File: src/rtl/tag_free_list_if.sv
// tag_free_list_if: issue and release handshakes between the tag free list and its clients
interface tag_free_list_if #(parameter int tag_w = 6);
  logic             pool_available;
  logic             pool_enable;
  logic [tag_w-1:0] pool_tag;
  logic             rel0_valid;
  logic             rel0_ready;
  logic [tag_w-1:0] rel0_tag;
  logic             rel1_valid;
  logic             rel1_ready;
  logic [tag_w-1:0] rel1_tag;
  modport master (
    input  pool_available, pool_tag, rel0_ready, rel1_ready,
    output pool_enable, rel0_valid, rel0_tag, rel1_valid, rel1_tag
  );
  modport slave (
    output pool_available, pool_tag, rel0_ready, rel1_ready,
    input  pool_enable, rel0_valid, rel0_tag, rel1_valid, rel1_tag
  );
endinterface

File: src/rtl/tag_free_list.sv
// tag_free_list: circular free list of rename tags 1..2**tag_w-1 with round-robin release arbitration
module tag_free_list #(
  parameter int tag_w = 6,
  parameter int depth = 2**tag_w-1
) (
  input  logic             clk,
  input  logic             rst,
  input  logic             flush,
  tag_free_list_if.slave   bus,
  output logic [tag_w-1:0] free_count,
  output logic             err
);
  typedef enum logic {INIT, RUN} state_t;
  localparam logic [tag_w-1:0] last = tag_w'(depth-1);
  localparam logic [tag_w-1:0] full = tag_w'(depth);
  state_t           state_q, state_d;
  logic [tag_w-1:0] rd_ptr_q, rd_ptr_d, wr_ptr_q, wr_ptr_d;
  logic [tag_w-1:0] count_q, count_d, init_tag_q, init_tag_d;
  logic             rr_prio_q, rr_prio_d, err_q, err_d;
  logic [tag_w-1:0] mem_q [depth];
  logic             run, pop, space, g0, g1, acc, push, we;
  logic [tag_w-1:0] push_tag, wdata;

  function automatic logic [tag_w-1:0] inc(input logic [tag_w-1:0] p);
    return (p == last) ? '0 : p + 1'b1;
  endfunction

  // handshake decode, arbitration and next-state for pointers, count, priority and error
  always_comb begin
    run                = (state_q == RUN) && !flush;
    bus.pool_available = (state_q == RUN) && (count_q != '0);
    bus.pool_tag       = bus.pool_available ? mem_q[rd_ptr_q] : '0;
    pop                = run && bus.pool_enable && bus.pool_available;
    space              = (count_q != full) || pop;
    g0                 = run && bus.rel0_valid && (!bus.rel1_valid || !rr_prio_q);
    g1                 = run && bus.rel1_valid && (!bus.rel0_valid || rr_prio_q);
    bus.rel0_ready     = g0 && space;
    bus.rel1_ready     = g1 && space;
    acc                = bus.rel0_ready || bus.rel1_ready;
    push_tag           = bus.rel1_ready ? bus.rel1_tag : bus.rel0_tag;
    push               = acc && (push_tag != '0);
    state_d            = state_q;
    rd_ptr_d           = rd_ptr_q;
    wr_ptr_d           = wr_ptr_q;
    count_d            = count_q;
    init_tag_d         = init_tag_q;
    rr_prio_d          = rr_prio_q;
    err_d              = err_q;
    we                 = 1'b0;
    wdata              = push_tag;
    if (flush) begin
      state_d    = INIT;
      rd_ptr_d   = '0;
      wr_ptr_d   = '0;
      count_d    = '0;
      init_tag_d = tag_w'(1);
    end else if (state_q == INIT) begin
      we         = 1'b1;
      wdata      = init_tag_q;
      wr_ptr_d   = inc(wr_ptr_q);
      count_d    = count_q + 1'b1;
      init_tag_d = init_tag_q + 1'b1;
      state_d    = (init_tag_q == full) ? RUN : INIT;
    end else begin
      we        = push;
      rd_ptr_d  = pop ? inc(rd_ptr_q) : rd_ptr_q;
      wr_ptr_d  = push ? inc(wr_ptr_q) : wr_ptr_q;
      count_d   = count_q + tag_w'(push) - tag_w'(pop);
      rr_prio_d = acc ? !bus.rel1_ready : rr_prio_q;
      err_d     = err_q || (bus.pool_enable && !bus.pool_available)
                        || (acc && push_tag == '0) || ((g0 || g1) && !space);
    end
  end

  // control registers, cleared asynchronously
  always_ff @(posedge clk or posedge rst) begin
    if (rst) begin
      state_q    <= INIT;
      rd_ptr_q   <= '0;
      wr_ptr_q   <= '0;
      count_q    <= '0;
      init_tag_q <= tag_w'(1);
      rr_prio_q  <= 1'b0;
      err_q      <= 1'b0;
    end else begin
      state_q    <= state_d;
      rd_ptr_q   <= rd_ptr_d;
      wr_ptr_q   <= wr_ptr_d;
      count_q    <= count_d;
      init_tag_q <= init_tag_d;
      rr_prio_q  <= rr_prio_d;
      err_q      <= err_d;
    end
  end

  // tag storage; contents are rebuilt by INIT so it needs no reset
  always_ff @(posedge clk) begin
    if (we) mem_q[wr_ptr_q] <= wdata;
  end

  assign free_count = count_q;
  assign err        = err_q;
endmodule

File: src/flat_wrapper.sv
// flat-port wrapper written by rule: the top's interface ports become plain ports
module tag_free_list_flat 
#(
  parameter int tag_w = 6,
  parameter int depth = 2**tag_w-1
)
  (clk, rst, flush, free_count, err, bus_pool_available, bus_pool_tag, bus_rel0_ready, bus_rel1_ready, bus_pool_enable, bus_rel0_valid, bus_rel0_tag, bus_rel1_valid, bus_rel1_tag);
  tag_free_list_if #(.tag_w(tag_w)) bus_i ();
  input  logic clk;
  input  logic rst;
  input  logic flush;
  output logic [tag_w-1:0] free_count;
  output logic err;
  output wire logic [$bits(bus_i.pool_available)-1:0] bus_pool_available;
  output wire logic [$bits(bus_i.pool_tag)-1:0] bus_pool_tag;
  output wire logic [$bits(bus_i.rel0_ready)-1:0] bus_rel0_ready;
  output wire logic [$bits(bus_i.rel1_ready)-1:0] bus_rel1_ready;
  input wire logic [$bits(bus_i.pool_enable)-1:0] bus_pool_enable;
  input wire logic [$bits(bus_i.rel0_valid)-1:0] bus_rel0_valid;
  input wire logic [$bits(bus_i.rel0_tag)-1:0] bus_rel0_tag;
  input wire logic [$bits(bus_i.rel1_valid)-1:0] bus_rel1_valid;
  input wire logic [$bits(bus_i.rel1_tag)-1:0] bus_rel1_tag;
  assign bus_pool_available = bus_i.pool_available;
  assign bus_pool_tag = bus_i.pool_tag;
  assign bus_rel0_ready = bus_i.rel0_ready;
  assign bus_rel1_ready = bus_i.rel1_ready;
  assign bus_i.pool_enable = bus_pool_enable;
  assign bus_i.rel0_valid = bus_rel0_valid;
  assign bus_i.rel0_tag = bus_rel0_tag;
  assign bus_i.rel1_valid = bus_rel1_valid;
  assign bus_i.rel1_tag = bus_rel1_tag;
  tag_free_list #(.tag_w(tag_w), .depth(depth)) u_core (.clk(clk), .rst(rst), .flush(flush), .bus(bus_i), .free_count(free_count), .err(err));
endmodule
File: config.mk
export PLATFORM = sky130hd
export DESIGN_NAME = tag_free_list_flat
export DESIGN_NICKNAME = d
export VERILOG_FILES = /design/src/rtl/tag_free_list_if.sv /design/src/rtl/tag_free_list.sv /design/src/flat_wrapper.sv
export SDC_FILE = /design/constraint.sdc
export NUM_CORES = 1
export LEC_CHECK = 0
export ABC_CLOCK_PERIOD_IN_PS = 4700
export CAP_MARGIN = 20
export CORE_ASPECT_RATIO = 1.5
export CORE_MARGIN = 2
export CORE_UTILIZATION = 62
export CTS_CLUSTER_SIZE = 40
export DETAILED_ROUTE_END_ITERATION = 12
export PLACE_DENSITY = 0.79
export SLEW_MARGIN = 30
export SYNTH_ARGS = -nofsm -noshare
export SYNTH_HDL_FRONTEND = slang
export SYNTH_SLANG_ARGS = --single-unit
export TNS_END_PERCENT = 100
File: constraint.sdc
create_clock -name clk -period 4.7 [get_ports clk]
set_input_delay 0.705 -clock clk [delete_from_list [all_inputs] [get_ports clk]]
set_output_delay 0.705 -clock clk [all_outputs]
set_load 0.05 [all_outputs]
Word level (Yosys, flattened, before mapping)
Memory sizes are Yosys's and may differ from the RTL's.
Index checks and enable logic that the tools add are counted.
{"block": "totals", "register_bits": 27, "ram_bits": 378, "out_inout_bits": 16, "elab_cells": 81, "mem_count": 1}
{"memory": "u_core.mem_q", "depth": 63, "width": 6, "read_ports": 1, "rd_clocked_by_memory_dff": 0, "wr": 1, "line_no": "tag_free_list.sv:20", "rtl": "logic [tag_w-1:0] mem_q [depth];"}
{"block": "op_classes", "add_sub_neg": 6, "eq_ne": 6, "n_mux": 23, "bitwise": 1, "n_reduce_logical": 37}
{"op": "6-bit 2-to-1 mux", "count": 16}
{"op": "6-bit by 1-bit adder with 6-bit output (second input constant)", "count": 4}
{"op": "6-bit equality test (second input constant)", "count": 3}
{"op": "1-bit logical AND", "count": 14}
{"op": "6-bit nonzero test", "count": 2}
{"op": "1-bit logical OR", "count": 8}
{"op": "1-bit logical NOT", "count": 7}
{"op": "1-bit 2-to-1 mux", "count": 7}
{"op": "6-bit by 1-bit adder with 6-bit output", "count": 1}
{"op": "6-bit logical NOT", "count": 1}
{"op": "6-bit != test (second input constant)", "count": 1}
{"op": "6-bit by 1-bit subtractor with 6-bit output", "count": 1}
{"op": "2-bit AND reduction", "count": 2}
{"op": "2-bit nonzero test", "count": 2}
{"op": "3-bit != test (second input constant)", "count": 1}
{"op": "3-bit AND reduction", "count": 1}
{"op": "2-bit != test (second input constant)", "count": 1}
{"op": "1-bit NOT", "count": 1}

Logic depth before layout (Yosys ltp)
{"block": "logic_depth", "depth_word": 13, "depth_mapped": 13, "ltp_nobuf": 13}

Least setup slack after synthesis
Ideal clock, no wire load.
{"block": "synth_timing", "kind": "register -> register", "startpoint": "register u_core.count_q[1] (netlist: u_core.free_count[1])", "endpoint": "memory u_core.mem_q[0][1] (data pin)", "setup_time_ps": 543, "arrival_ps": 3748, "t_required_ps": 4157, "setup_slack_ps": 408, "stages_incl_launch_ff": 9, "n_path_buf": 1, "cell_sequence": "dfrtp_1 inv_1 ha_1 nand3_1 a22o_1 nor2b_1 buf_2 mux2i_1 a21oi_1"}
{"block": "synth_via", "elab_chain_cells": 8, "word_cells_on_any_way": 9, "classes_between": "eq/ne (1); mux (3); reduce/logical (5)"}
{"element": "from (decl)", "line_no": "tag_free_list.sv:18", "rtl": "logic [tag_w-1:0] count_q, count_d, init_tag_q, init_tag_d;"}
{"element": "from (signal assigned)", "line_no": "tag_free_list.sv:89", "rtl": "count_q <= count_d;"}
{"element": "6-bit nonzero test", "line_no": "tag_free_list.sv:31", "rtl": "bus.pool_available = (state_q == RUN) && (count_q != '0);"}
{"element": "1-bit logical AND", "line_no": "tag_free_list.sv:31"}
{"element": "1-bit logical AND", "line_no": "tag_free_list.sv:33", "rtl": "pop = run && bus.pool_enable && bus.pool_available;"}
{"element": "1-bit logical OR *", "line_no": "tag_free_list.sv:34", "rtl": "space = (count_q != full) || pop;"}
{"element": "1-bit logical AND *", "line_no": "tag_free_list.sv:38", "rtl": "bus.rel1_ready = g1 && space;"}
{"element": "named net bus_rel1_ready", "line_no": "flat_wrapper.sv:17", "rtl": "output wire logic [$bits(bus_i.rel1_ready)-1:0] bus_rel1_ready;"}
{"element": "6-bit 2-to-1 mux *", "line_no": "tag_free_list.sv:40", "rtl": "push_tag = bus.rel1_ready ? bus.rel1_tag : bus.rel0_tag;"}
{"element": "6-bit 2-to-1 mux", "line_no": "tag_free_list.sv:57", "rtl": "end else if (state_q == INIT) begin"}
{"element": "6-bit 2-to-1 mux *", "line_no": "tag_free_list.sv:51", "rtl": "if (flush) begin"}
{"element": "named net u_core.wdata[1]", "line_no": "tag_free_list.sv:22", "rtl": "logic [tag_w-1:0] push_tag, wdata;"}
{"element": "to (decl)", "line_no": "tag_free_list.sv:20"}
Mark *: on every way through the listed nets, which the timed path passes. The rest lies on a longest branch.

Final worst setup path
{"block": "layout_timing", "startpoint": "register u_core.rd_ptr_q[3]", "endpoint": "output bus_pool_tag[3]"}
{"block": "layout_via", "elab_chain_cells": 2}
{"element": "from (decl)", "line_no": "tag_free_list.sv:17", "rtl": "logic [tag_w-1:0] rd_ptr_q, rd_ptr_d, wr_ptr_q, wr_ptr_d;"}
{"element": "from (signal assigned)", "line_no": "tag_free_list.sv:87", "rtl": "rd_ptr_q <= rd_ptr_d;"}
{"element": "memory 63 x 6 bit"}
{"element": "6-bit 2-to-1 mux", "line_no": "tag_free_list.sv:32", "rtl": "bus.pool_tag = bus.pool_available ? mem_q[rd_ptr_q] : '0;"}
{"element": "to (decl)", "line_no": "flat_wrapper.sv:15", "rtl": "output wire logic [$bits(bus_i.pool_tag)-1:0] bus_pool_tag;"}
No other way between the ends.

==> flow_metrics.tcl <==
set metrics [dict create \
    peakVddDrop_mv 0.289 \
    synth_nets 978 \
    cts_tree "built" \
    yosys.area.top_type "edfxtp_1" \
    synth-edff-count 378 \
    finalWirelength_um 36300 \
    synth_top_cell_area_share_pct 67.5 \
    dpl.hpwl_um 23000 \
    rsz0062_at_grt "no" \
    critPathCaptureType "primary output" \
    core_sq_mm 0.0266 \
    cts.sinks 405 \
    antenna_cells 0 \
    grtUsageTotal_pct 26.3 \
    fmax_mhz 230 \
    synth_seq_area_share_pct 71.5 \
    synthMostInstantiatedCell "edfxtp_1" \
    vias 8973 \
    yosys_register_bits 405 \
    die_w_um 139 \
    grt_pass1_vias 9219 \
    cts_inserted_buffers 36 \
    syn-cell-area_sq_mm 0.0168 \
    tns_ns 0 \
    multi_input_area_sq_mm 0.00457 \
    timing.final.ws_setup_ns 0.346 \
    async_reset_ff_share_pct 6.67 \
    pwr-share-comb_pct 6.2 \
    final_min_period_over_clock_period_pct 92.6 \
    seqPwrFrac_pct 54.6 \
    crit_arrival_ns 3.65 \
    clk_pin_slew_worst_paths_ns 0.07 \
    nNetsFinal 1021 \
    sw_frac_of_total_pct 21.5 \
    nFillCells 1543 \
    maxSlewViolCount 0 \
    dp_slack_ns 0.847 \
    grt_pass1_wl_um 55200 \
    cts_resized 0 \
    io_buffers 33 \
    slowest_delay_ns 0.95 \
    io_pins 34 \
    avgSynthCellArea_sq_um 17.9 \
    leakagePower_nw 5.97 \
    routabilityCongestion 0.821 \
    tightest_slew_ns 0.919 \
    hold_viol 0 \
    setup_viol 0 \
    synth-warning-count 0 \
    power_switching_mw 1.59 \
    clock-root-buffer "clkbuf_16" \
    power_density_mw_per_mm2 393 \
    synth_ff_type "edfxtp_1" \
    required_ns 3.99 \
    rows 73 \
    synthDistinctLibCells 60 \
    via_per_inst 6.67 \
    synthTopCellsByArea "edfxtp_1 (67%), mux4_2 (12%), dfrtp_1 (3.9%), nor2_1 (2.3%), mux2i_1 (1.5%)" \
    max-slew-margin-rel_pct 38.5 \
    utilization_pct 70.9 \
    start_kind "flip-flop" \
    critPathKind "reg -> out" \
    path_cells "clkinv_1, nor2_1, a221oi_1, o31a_1, o31ai_1, buf_12" \
    cts_setup_buffers 0 \
    first_pass_iters 6 \
    htree_levels 2 \
    syn-instance-count 940 \
    timing.max_cap.violations 0 \
    min_period_ns 4.35 \
    synth_common_cells "edfxtp_1 (378), nor2_1 (103), mux4_2 (93)" \
    hold_buffers 0 \
    whs_ns 0.500 \
    status "complete, no violations" \
    gr-total-overflow 0 \
    fp.dieH_um 206 \
    areaGrowthSynthToFinish_pct 12.0 \
    antenna_found_initial 0 \
    initial_core_util_pct 63.3 \
    insertion_delay_ns 0.54 \
    drt_iter0_markers 1060 \
    grt_max_degree 64 \
    critPathSlowestCell "nor2_1" \
    hold_class "reg -> reg" \
    drc 0 \
    clock_skew_ns 0.0228 \
    clkPwrFrac_pct 39.1 \
    path_max_fanout 15 \
    p_int_mw 5.81 \
    seqCellArea_sq_mm 0.0120 \
    drtAntennaViolNets 0 \
    wl_per_cell_um 27.0 \
    drive_gt1_share_pct 20.7 \
    clock_path_buffers 3 \
    die_area_sq_mm 0.0285 \
]
-- placed cells by master, fill, tap and decap left out, types with 8 or more instances in the layout --
cell             count
inv_1               16
nand3_1             17
buf_4               22
nor2b_1             12
xnor2_1              8
o21ai_0             21
ha_1                19
nor2_1             103
clkinv_2            10
mux4_2              93
clkbuf_16           37
clkdlybuf4s50_1     26
a22oi_1              9
a21oi_1             17
nand2_1             42
edfxtp_1           378
dfrtp_1             23
mux2i_1             26
-- power groups by stage --
stage          Sequential [mW]  Clock (mW)  Combinational [mW]
5_1_grt                   4.05        3.04               0.496
4_1_cts                   4.04        2.92               0.463
3_3_place_gp              4.12           0               0.450
6_report                  4.04        2.90               0.462
2_1_floorplan             4.11           0               0.314
3_5_place_dp              4.12           0               0.460
-- cells by family (layout without fill, tap and decap cells) --
family                     count (synthesis)  in the layout  synth area share (%)
DFF                                      405            405                  71.5
and+or+nand+nor                          212            212                  6.22
muxes                                    121            121                  14.1
AOI/OAI and AO/OA                        101            101                  4.08
buffers and inverters                     68            137                  1.86
adders and majority gates                 20             20                  1.53
xor gates and xnor gates                  13             13                 0.677
-- critical path, delay by kind of cell (launching register included) --
kind | cells | cell delay [ns]
AO/OA/AOI/OAI | 3 | 1.03
flip-flops | 1 | 0.35
AND/OR/NAND/NOR | 1 | 0.95
buffers and inverters | 2 | 0.78
-- worst paths after layout --
path	startpoint	end	slack [ns]	depth (start not counted)
max	u_core.rd_ptr_q[3]	bus_pool_tag[3]	0.35	6
min	u_core.err	u_core.err	0.50	2
max reg2reg	u_core.state_q	u_core.mem_q[47][5]	1.17	6
min reg2reg	u_core.err	u_core.err	0.50	2
max in group asynchronous	rst	u_core.init_tag_q[0]	3.81	3
min in group asynchronous	rst	u_core.free_count[3]	0.55	3
-- per-layer routing --
| layer | vias up | global-route usage [%] | wire length (um) |
|---|---|---|---|
| li1 | 3824 | - | - |
| met1 | 4564 | 33.4 | 13400 |
| met2 | 486 | 45.3 | 18800 |
| met3 | 99 | 4.35 | 2660 |
| met4 | 0 | 11.6 | 1490 |
| met5 | - | 0 | 0 |
-- metrics by stage --
step	instance area, sq um	instances	total power [mW]
floorplan	16800	940	4.42
global placement	17600	1281	4.57
detailed placement	17700	1282	4.58
CTS	18800	1346	7.43
global route	18800	1346	7.58
finish	18800	1346	7.40
-- sequential cells by signal, indices dropped and copies added, names as in the netlist --
name / count
u_core.wr_ptr_q: 6
u_core.free_count: 6
u_core.init_tag_q: 6
u_core.err: 1
u_core.rd_ptr_q: 6
u_core.mem_q: 378
u_core.state_q: 1
u_core.rr_prio_q: 1
-- layout make-up --
type	count	share of cell area (%)
clock buffers	40	4.98
clock inverters	24	1.13
inverters	17	0.339
multi-input cells	467	24.3
flip-flops and latches	405	63.9
well taps	337	2.24
repair buffers	56	3.15
Power figures use the tool's default switching activity.
